**src/rtl/lfsr_hexdisp.sv**
```systemverilog
// Fibonacci LFSR test-pattern source with seed load, run/step modes, prescaler,
// all-zero lockup recovery, period measurement and hex seven-segment digit outputs.
module lfsr_hexdisp #(
  parameter int unsigned      WIDTH = 8,
  parameter logic [WIDTH-1:0] TAPS  = WIDTH'(8'h1D),
  parameter int unsigned      DIV   = 1,
  parameter int unsigned      NDIG  = (WIDTH + 3) / 4
) (
  input  logic              clk,
  input  logic              rst,
  input  logic [1:0]        mode,
  input  logic              step,
  input  logic              load,
  input  logic [WIDTH-1:0]  seed,
  output logic [WIDTH-1:0]  q,
  output logic              lockup,
  output logic [WIDTH-1:0]  period,
  output logic              period_valid,
  output logic [NDIG*8-1:0] seg
);

  localparam logic [15:0]      DivM1 = 16'(DIV - 1);
  localparam logic [WIDTH-1:0] OneW  = {{(WIDTH-1){1'b0}}, 1'b1};

  logic [WIDTH-1:0] q_q, q_d;
  logic [WIDTH-1:0] seed_q, seed_d;
  logic [WIDTH-1:0] cnt_q, cnt_d;
  logic [WIDTH-1:0] period_q, period_d;
  logic             period_valid_q, period_valid_d;
  logic             lockup_q, lockup_d;
  logic [15:0]      presc_q, presc_d;
  logic             step_prev_q;
  logic [1:0]       mode_prev_q;

  logic [WIDTH-1:0] q_nxt;
  logic [15:0]      presc_base;
  logic             step_en;

  assign q_nxt = {^(q_q & TAPS), q_q[WIDTH-1:1]};

  // Step enable and prescaler; a mode change restarts the count from zero.
  always_comb begin
    step_en    = 1'b0;
    presc_d    = '0;
    presc_base = (mode != mode_prev_q) ? 16'd0 : presc_q;
    case (mode)
      2'b01: begin
        if (presc_base == DivM1) begin
          step_en = 1'b1;
          presc_d = '0;
        end else begin
          presc_d = presc_base + 16'd1;
        end
      end
      2'b10:   step_en = step & ~step_prev_q;
      default: step_en = 1'b0;
    endcase
  end

  always_comb begin
    q_d            = q_q;
    seed_d         = seed_q;
    cnt_d          = cnt_q;
    period_d       = period_q;
    period_valid_d = period_valid_q;
    lockup_d       = lockup_q;
    if (load) begin
      if (seed == '0) begin
        q_d      = OneW;
        seed_d   = OneW;
        lockup_d = 1'b1;
      end else begin
        q_d      = seed;
        seed_d   = seed;
        lockup_d = 1'b0;
      end
      cnt_d          = '0;
      period_valid_d = 1'b0;
    end else if (q_q == '0) begin
      q_d      = OneW;
      lockup_d = 1'b1;
    end else if (step_en) begin
      q_d = q_nxt;
      // A saturated counter freezes measurement until the next load or reset.
      if (cnt_q != '1) begin
        if (q_nxt == seed_q) begin
          period_d       = cnt_q + OneW;
          period_valid_d = 1'b1;
          cnt_d          = '0;
        end else begin
          cnt_d = cnt_q + OneW;
        end
      end
    end
  end

  always_ff @(posedge clk or posedge rst) begin
    if (rst) begin
      q_q            <= OneW;
      seed_q         <= OneW;
      cnt_q          <= '0;
      period_q       <= '0;
      period_valid_q <= 1'b0;
      lockup_q       <= 1'b0;
      presc_q        <= '0;
      step_prev_q    <= 1'b0;
      mode_prev_q    <= 2'b00;
    end else begin
      q_q            <= q_d;
      seed_q         <= seed_d;
      cnt_q          <= cnt_d;
      period_q       <= period_d;
      period_valid_q <= period_valid_d;
      lockup_q       <= lockup_d;
      presc_q        <= load ? 16'd0 : presc_d;
      step_prev_q    <= step;
      mode_prev_q    <= mode;
    end
  end

  assign q            = q_q;
  assign lockup       = lockup_q;
  assign period       = period_q;
  assign period_valid = period_valid_q;

  function automatic logic [7:0] hex7(input logic [3:0] v);
    logic [7:0] s;
    case (v)
      4'h0: s = 8'hFC;
      4'h1: s = 8'h60;
      4'h2: s = 8'hDA;
      4'h3: s = 8'hF2;
      4'h4: s = 8'h66;
      4'h5: s = 8'hB6;
      4'h6: s = 8'hBE;
      4'h7: s = 8'hE0;
      4'h8: s = 8'hFE;
      4'h9: s = 8'hF6;
      4'hA: s = 8'hEE;
      4'hB: s = 8'h3E;
      4'hC: s = 8'h9C;
      4'hD: s = 8'h7A;
      4'hE: s = 8'h9E;
      default: s = 8'h8E;
    endcase
    return s;
  endfunction

  logic [NDIG*4-1:0] q_pad;

  always_comb begin
    q_pad            = '0;
    q_pad[WIDTH-1:0] = q_q;
  end

  for (genvar i = 0; i < NDIG; i++) begin : g_dig
    assign seg[8*i +: 8] = hex7(q_pad[4*i +: 4]);
  end

endmodule
```
**config.mk**
```make
export PLATFORM = sky130hd
export DESIGN_NAME = lfsr_hexdisp
export DESIGN_NICKNAME = d
export VERILOG_FILES = /design/src/rtl/lfsr_hexdisp.sv
export SDC_FILE = /design/constraint.sdc
export NUM_CORES = 1
export LEC_CHECK = 0
export BUFFER_PORTS_ARGS = -buffer_cell sky130_fd_sc_hd__buf_2
export CAP_MARGIN = 40
export CORE_MARGIN = 10
export CORE_UTILIZATION = 41
export DETAILED_ROUTE_END_ITERATION = 16
export PLACE_DENSITY = 0.61
export SLEW_MARGIN = 10
export SYNTH_ARGS = -nofsm -noshare
export SYNTH_HDL_FRONTEND = slang
export SYNTH_SLANG_ARGS = --single-unit
```
**constraint.sdc**
```tcl
create_clock -name clk -period 5.4 [get_ports clk]
set_input_delay 0.54 -clock clk [delete_from_list [all_inputs] [get_ports clk]]
set_output_delay 0.54 -clock clk [all_outputs]
set_load 0.005 [all_outputs]
```
==> results of run 1 <==
[layout make-up]
cell class,instances,area share
multi-input combinational,248,0.478
tap,102,0.0350
clock buffer,5,0.0189
inverter,19,0.0196
timing repair buffer,47,0.0659
clock inverter,3,0.0178
sequential,53,0.364
[through the flow]
step	utilization	total power, mW
after global routing	0.477	1.16
after CTS	0.477	1.10
final	0.477	1.08
after floorplan	-	0.673
after global placement	0.459	0.779
after detailed placement	0.459	0.782
[final timing paths]
kind / slack (ns) / endpoint / cells past startpoint / startpoint
worst min register to register: 0.51 / period[6]$_DFFE_PP0P_ / 1 / period[6]$_DFFE_PP0P_
min in group asynchronous: 0.40 / mode_prev_q[1]$_DFF_PP0_ / 3 / rst
max in group asynchronous: 4.56 / presc_q[12]$_DFF_PP0_ / 3 / rst
worst max register to register: 2.22 / period[7]$_DFFE_PP0P_ / 11 / mode_prev_q[1]$_DFF_PP0_
worst min-delay path: 0.35 / step_prev_q$_DFF_PP0_ / 1 / step
worst max-delay path: 2.22 / period[7]$_DFFE_PP0P_ / 11 / mode_prev_q[1]$_DFF_PP0_
[flip-flops by register name, indices dropped and copies added, names as in the netlist]
register / count
presc_q: 16
cnt_q: 8
period: 8
q: 8
seed_q: 8
mode_prev_q: 2
lockup: 1
period_valid: 1
step_prev_q: 1
[worst register-to-register path: stages, from the launching register on]
cell and delay [ns]:
sky130_fd_sc_hd__dfrtp_1 0.38, sky130_fd_sc_hd__xor2_1 0.16, sky130_fd_sc_hd__nor2_1 0.59, sky130_fd_sc_hd__and2_1 0.25, sky130_fd_sc_hd__inv_1 0.05, sky130_fd_sc_hd__ha_1 0.20
sky130_fd_sc_hd__nor4b_1 0.14, sky130_fd_sc_hd__nand2_1 0.11, sky130_fd_sc_hd__a2111oi_4 0.07, sky130_fd_sc_hd__o21ai_2 0.45, sky130_fd_sc_hd__nand3b_4 0.31, sky130_fd_sc_hd__mux2_2 0.35
[Yosys cell counts, types with 5 or more instances]
library cell and count:
sky130_fd_sc_hd__xnor2_1 13, sky130_fd_sc_hd__dfrtp_1 51, sky130_fd_sc_hd__a21oi_1 19, sky130_fd_sc_hd__nand3_1 10, sky130_fd_sc_hd__nor2_1 32, sky130_fd_sc_hd__and3_1 7
sky130_fd_sc_hd__o21ai_0 21, sky130_fd_sc_hd__xor2_1 18, sky130_fd_sc_hd__mux2_2 14, sky130_fd_sc_hd__nand2_1 30, sky130_fd_sc_hd__a31oi_1 5, sky130_fd_sc_hd__clkbuf_1 12
sky130_fd_sc_hd__nor3_1 6, sky130_fd_sc_hd__ha_1 20, sky130_fd_sc_hd__a22o_1 6, sky130_fd_sc_hd__inv_1 18
[power by group]
group | total [mW] | internal, mW | leakage [nW] | switching (mW)
clock | 0.316 | 0.184 | 0.0681 | 0.132
combinational | 0.289 | 0.140 | 0.972 | 0.150
sequential | 0.479 | 0.421 | 0.689 | 0.0582
[logic make-up (layout without fill, tap and decap cells)]
logic type,after synthesis,in the layout,synth area share
and+or+nand+nor,111,111,0.179
AOI/OAI and AO/OA,65,65,0.131
DFF,53,53,0.415
buffers and inverters,34,74,0.0425
xor gates and xnor gates,32,32,0.0917
adders and majority gates,20,20,0.0781
muxes,18,18,0.0617
other,1,2,0.00117
[routing by layer]
layer / part of all wire / GRT usage / vias to the layer above
met3: 0.036 / 0.0333 / 6
met5: 0 / 0 / -
met4: 0.0091 / 0.0320 / 0
met2: 0.47 / 0.192 / 36
met1: 0.48 / 0.163 / 1182
li1: - / - / 1238
==> results.txt, run 1 <==
- Summed over all layers, the global routing overflow is 0.
- For this configuration, the core starts out at a cell density of 0.419.
- Max_slew headroom: 0.497
* Slowest stage delay, CP: a little under 0.6 ns
* Area contributors post-synth: sky130_fd_sc_hd__dfrtp_1, sky130_fd_sc_hd__ha_1, sky130_fd_sc_hd__mux2_2
* Routed via count: between 2,000 and 2,500
* Required arrival time at the worst endpoint: 5.60 ns
- Syn Inst Count: roughly 330
- The number of setup buffers added after CTS is 0.
- Area inside the core boundary: 0.00765 mm^2
* Clock latency on the worst-skew pair: 0.31 ns
- EDFF count, synth: 0
- The Yosys step of the flow raised 0 warnings.
- Count of endpoints failing setup in the final report: 0
* Layout area overhead: 13.7%
- Dpl cell area: roughly 0.0035 mm^2
- The synthesized netlist occupies a cell area of between 0.003 and 0.004 mm^2.
- Leakage power summed over all cells: around 1.7 nW
* Number of flip-flops and latches in the synthesized netlist: 53
* Worst path buffer plus inverter count: 1
* Tightest Pin Transition: 0.751 ns
- Proportion of synthesized chip area in sequential cells: 0.415
* TritonCTS clock tree: yes
- Overall track demand over capacity in global routing: 0.123
- Final worst path period share: 0.589
- The average instance in the mapped netlist occupies approximately 9.6 um^2.
- Hold is met by about 0.35 ns.
* Cell at the slowest stage of the critical path: sky130_fd_sc_hd__nor2_1
- Final standard cell count with taps included and fillers excluded: 477
- Registers take approximately 0.0013 mm^2.
- Initial antenna violation count: 0
* Detail Route Antenna Nets: 0
* Critical-path cell list: xor2_1, nor2_1, and2_1, inv_1, ha_1, nor4b_1, nand2_1, a2111oi_4, o21ai_2, nand3b_4, mux2_2
* Die extent in y: 108 um
* HP Class: in2reg
- Fin. Hold Viols: 0
* Post-Layout Inst Area: ~0.0036 mm^2
* First-pass GRT wire length: ~12,000 um
- sky130_fd_sc_hd__dfrtp_1 takes more of the synthesized area than any other cell.
* Number of buffers on the longest clock path: 2
* Num CTS Buffers: 5
- Kind of critical path: reg2reg
- Counting distinct cell types in the post-synthesis netlist gives 48.
- The clock drives 53 sinks.
- The library cell used most frequently in the layout, excluding fill and tap cells, is sky130_fd_sc_hd__dfrtp_1.
* Final Max Tran Viols: 0
- Counting the fill cells in the layout gives just over 700.
- Once the clock tree was built, the resizer swapped 0 gates to a different size.
- Unrepaired setup endpoints after global routing: no
- The final layout contains roughly 400 nets.
* First drt pass iteration count: 4
- In the final timing run, aggregate negative setup slack is 0 ns.
* Peak Freq: ~310 MHz
- The run finished with clean final reports.
- Pin count of the biggest net entering global routing: between 50 and 60
* Area share of the leading cell type in the synthesized netlist: 0.398
- Using the TritonRoute via totals, the vias-per-cell ratio works out to 5.16.
* Htree depth: 2
* Root Buffer Master: sky130_fd_sc_hd__clkbuf_8
* Post-Route WL: approximately 7000 um
- At the worst endpoint, the arrival time is about 3.4 ns.
* Count of hold-fix buffers inserted at cts: 0
- Port Buffer Count: 45
- STA classifies the critical path endpoint as a register.
- Vias in the first global route: around 2,400
- Worst path top cell family by delay: simple AND/OR/NAND/NOR gates
* Clock-pin slew reported for the worst setup and hold paths after clock tree synthesis: about 0.1 ns
- Shortest period the worst path allows: roughly 3.2 ns
* Die Span X: 108 um
* Final worst setup slack: 2.22 ns
- The detailed router finished its first iteration with 70 violations.
- Crit path launch type: register
- The tool flagged a number of max-cap violations equal to 0.
- Power density of the placed cells: ~300 mW/mm^2
- Hpwl dp: between 5000 and 6000 um
* Antenna diode instance count: 0
- In the routed design, unresolved DRC markers number 0.
- In this run the worst path has a maximum fanout of 14.
* Final RePlAce weighted congestion: between 0.7 and 0.8
- In the final routed layout, each cell accounts on average for between 10 and 15 um.
- In the final layout, the share of cells above drive strength 1 is 0.208.
- The number of placed instances, taps included, is 469.
- The floorplan has 32 rows.
- The die covers ~0.012 mm^2.
- In the layout the commonest cells are sky130_fd_sc_hd__dfrtp_1, sky130_fd_sc_hd__buf_2, sky130_fd_sc_hd__nor2_1.
* Setup slack at placement: between 1.5 and 2 ns
* Io pins: 48
- Of all flip-flops after synthesis, the portion carrying an async set or reset was 1.00.
* IR Drop Worst-Case VDD: about 130 uV
- In the final layout, the multi-input gates occupy roughly 0.0017 mm^2.
- Most used flip-flop cell after synthesis: sky130_fd_sc_hd__dfrtp_1
- Worst Clk Skew: roughly 0.0072 ns
(Power assumes the default switching activity.)
==> run 2: changes to the inputs <==
--- a/config.mk
+++ b/config.mk
@@ -10,7 +10,7 @@
 export CORE_MARGIN = 10
 export CORE_UTILIZATION = 41
 export DETAILED_ROUTE_END_ITERATION = 16
-export PLACE_DENSITY = 0.61
+export PLACE_DENSITY = 0.63
 export SLEW_MARGIN = 10
 export SYNTH_ARGS = -nofsm -noshare
 export SYNTH_HDL_FRONTEND = slang
==> constraint.sdc (replaced) <==
create_clock -name clk -period 2.6 [get_ports clk]
set_input_delay 0.26 -clock clk [delete_from_list [all_inputs] [get_ports clk]]
set_output_delay 0.26 -clock clk [all_outputs]
set_load 0.005 [all_outputs]
==> results.txt, run 2 (same netlist as run 1, synthesis figures left out) <==
- Most common cell after layout, fill and taps aside: sky130_fd_sc_hd__dfrtp_1 (unchanged)
- Internal: 1.44 mW (was 0.744 mW)
* Drt first-iter violations: 104 (was 70)
* Vias in the first global route: 2,458 (was 2,365)
- The critical-path cell with the highest stage delay is sky130_fd_sc_hd__or4_4 (was sky130_fd_sc_hd__nor2_1).
- Shortest period the worst path allows: 2.61 ns (was 3.18 ns)
* Wire length per cell: 14.3 um (was 14.7 um)
* Post-placement cell count: 493 (was 469)
- Tightest Pin Transition: 0.672 ns (was 0.751 ns)
- The flip-flop count of the largest register after layout came to 16 (unchanged).
- The count of H-tree levels built during CTS is 2 (unchanged).
- The die footprint came to 0.0118 mm^2 (unchanged).
- The total wire length after detailed routing is 7350 um (was 7000 um).
- Antenna diode instance count: 0 (unchanged)
- The top cell family by delay on the critical path is simple AND/OR/NAND/NOR gates (unchanged).
- Leakage power summed over all cells: 1.92 nW (was 1.73 nW)
* Power density of the placed cells: 552 mW/mm^2 (was 297 mW/mm^2)
- The die span in x is 108 um (unchanged).
- Number of buffers on the longest clock path: 2 (unchanged)
* Final standard cell count with taps included and fillers excluded: 512 (was 477)
- Count of endpoints failing setup in the final report: 1 (was 0)
* Endpoint class of the critical path: register (unchanged)
* Top register by number of flip-flops: presc_q (unchanged)
- The final number of hold-violating endpoints came to 0 (unchanged).
- Clock latency on the worst-skew pair: 0.31 ns (about the same)
* Post-route DRC: 0 (unchanged)
* Hpwl dp: 5360 um (was 5140 um)
- Critical path arrival: 2.85 ns (was 3.38 ns)
- Sequential Power Share: 0.414 (was 0.442)
* Io pins: 48 (unchanged)
- Final Power: 2.19 mW (was 1.08 mW)
- The maximum ir drop on the vdd rail is 279 uV (was 134 uV).
- The post-layout net count was 443 (was 408).
- Final worst path period share: 1.00 (was 0.589)
- Critical-path cell list: xor2_2, nor2_2, and2_4, inv_4, ha_4, nor4b_4, nand2_2, a2111oi_4, buf_4, o21ai_4, or4_4, a21oi_2 (was xor2_1, nor2_1, and2_1, inv_1, ha_1, nor4b_1, nand2_1, a2111oi_4, o21ai_2, nand3b_4, mux2_2)
- Worst Clk Skew: 0.00933 ns (was 0.00724 ns)
- Total number of clock tree sinks: 53 (unchanged)
- The total clock buffers created by CTS was 5 (unchanged).
- The relative slew slack was 0.552 (was 0.497).
- The switching share of total power was 0.345 (was 0.313).
- The synthesis-to-layout area growth is 23.7% (was 13.7%).
- The delay of the slowest critical-path stage came to 0.54 ns (was 0.59 ns).
* Sw power: 0.754 mW (was 0.340 mW)
* Top fanout value on the critical path: 6 (was 14)
* Worst setup slack for register-to-register paths: -0.008 ns (was 2.22 ns)
- The aggregate global-route resource usage is 0.124 (was 0.123).
* Starting density of the core: 0.419 (unchanged)
* Detail Route Antenna Nets: 0 (unchanged)
- Kind of critical path: reg2reg (unchanged)
- Crit path launch type: register (unchanged)
- Average vias per placed instance: 5.15 (was 5.16)
- Pin count of the biggest net entering global routing: 54 (unchanged)
- The worst hold-check path type is in2reg (unchanged).
- Critical path depth in cells: 12 (was 11)
* Final RePlAce weighted congestion: 0.810 (was 0.786)
* Peak Freq: 383 MHz (was 314 MHz)
* Most frequent cells in the layout: sky130_fd_sc_hd__dfrtp_1, sky130_fd_sc_hd__buf_2, sky130_fd_sc_hd__buf_4 (was sky130_fd_sc_hd__dfrtp_1, sky130_fd_sc_hd__buf_2, sky130_fd_sc_hd__nor2_1)
- Worst path buffer plus inverter count: 2 (was 1)
- The area of the core region was 0.00765 mm^2 (unchanged).
- Unrepaired setup endpoints after global routing: yes (was no).
- Routed via count: 2,636 (was 2,462)
* Final Max Tran Viols: 0 (unchanged)
- Root Buffer Master: sky130_fd_sc_hd__clkbuf_8 (unchanged)
* Number of cells on the worst hold path: 1 (unchanged)
* Total grt overflow: 0 (unchanged)
* Violations in the final reports: setup timing
- The share of total power in combinational logic is 0.361 (was 0.267).
* Required arrival time at the worst endpoint: 2.84 ns (was 5.60 ns)
- The setup total negative slack came to -0.00841 ns (was 0 ns).
- Die extent in y: 108 um (unchanged)
* Cell depth of the worst flop-to-flop path: 12 (was 11)
* Port Buffer Count: 45 (unchanged)
- The count of TritonRoute iterations in the first routing pass came to 4 (unchanged).
- Clock-pin slew reported for the worst setup and hold paths after clock tree synthesis: 0.10 ns (about the same)
* Status: finished with violations (was finished, final reports clean)
* Initial antenna violation count: 0 (unchanged)
- The clock tree from TritonCTS is yes (unchanged).
- The setup slack of the critical path after layout was -0.00841 ns (was 2.22 ns).
- Max-capacitance violation count: 0 (unchanged)
- Clock group share of total power: 0.224 (was 0.291)
* Total number of placement rows: 32 (unchanged)
- The share of post-route cells with drive strength above 1 was 0.312 (was 0.208).
* First-pass GRT wire length: 12,000 um (was 11,900 um)
- Fill cell instance count of the final layout: 695 (was 727)
==> run 2: cell types whose count changed in the layout (fill, tap and decap cells not counted), moves of 2 or more <==
cell	delta
sky130_fd_sc_hd__buf_4	+31
sky130_fd_sc_hd__xor2_2	+2
sky130_fd_sc_hd__bufinv_16	-2
sky130_fd_sc_hd__nand2_2	+2
sky130_fd_sc_hd__a21oi_2	+2
sky130_fd_sc_hd__a21oi_1	-2
sky130_fd_sc_hd__nand2_1	-3
sky130_fd_sc_hd__xor2_1	-2
sky130_fd_sc_hd__inv_6	+2
sky130_fd_sc_hd__buf_6	+2
==> run 2: timing repair <==
action                                  in CTS  in global routing
hold buffers                                 0                  0
pin swaps                                   13                 10
endpoints found under the setup margin      13                 34
setup buffers                                5                  5
gates resized for setup                      7                 15
gates cloned                                 1                  0
==> run 2: through the flow <==
step / instance area, um^2 / hold WS (ns) / worst slack [ns] / util
6_report: 3970 / 0.0715 / -0.00841 / 0.518
5_1_grt: 3970 / 0.0651 / -0.175 / 0.518
4_1_cts: 3860 / 0.0686 / -0.0403 / 0.505
3_5_place_dp: 3690 / 0.392 / -0.135 / 0.482
3_3_place_gp: 3680 / 0.386 / -0.237 / 0.482
2_1_floorplan: 3210 / 0.291 / 0.00155 / -
==> run 2: path summary, 6_finish.rpt <==
path                                     startpoint                    end
max                        mode_prev_q[1]$_DFF_PP0_   cnt_q[3]$_DFFE_PP0P_
min                                            step  step_prev_q$_DFF_PP0_
max reg2reg                mode_prev_q[1]$_DFF_PP0_   cnt_q[3]$_DFFE_PP0P_
min reg2reg                   period[4]$_DFFE_PP0P_  period[4]$_DFFE_PP0P_
max in group asynchronous                       rst       q[6]$_DFFE_PP0P_
min in group asynchronous                       rst  period[1]$_DFFE_PP0P_
==> run 2: layout make-up <==
type                            instances  area, um^2  share of cell area
Clock buffer                            5        68.8              0.0174
Clock inverter                          3        25.0             0.00631
Inverter                               19        73.8              0.0186
Multi-Input combinational cell        249        1840               0.464
Sequential cell                        53        1330               0.335
Tap cell                              102         128              0.0322
Timing Repair Buffer                   81         500               0.126
==> run 2: routing by layer <==
metal,track usage,part of all wire
met4,0.0301,0.0086
met1,0.169,0.47
met5,0,0
met3,0.0238,0.037
met2,0.196,0.48
==> run 2: power groups by stage <==
stage,combinational [mW],sequential (mW),clock (mW)
CTS,0.791,0.906,0.508
floorplan,0.459,0.941,0
global placement,0.769,0.920,0
detailed placement,0.778,0.922,0
global route,0.881,0.913,0.539
finish,0.791,0.907,0.491
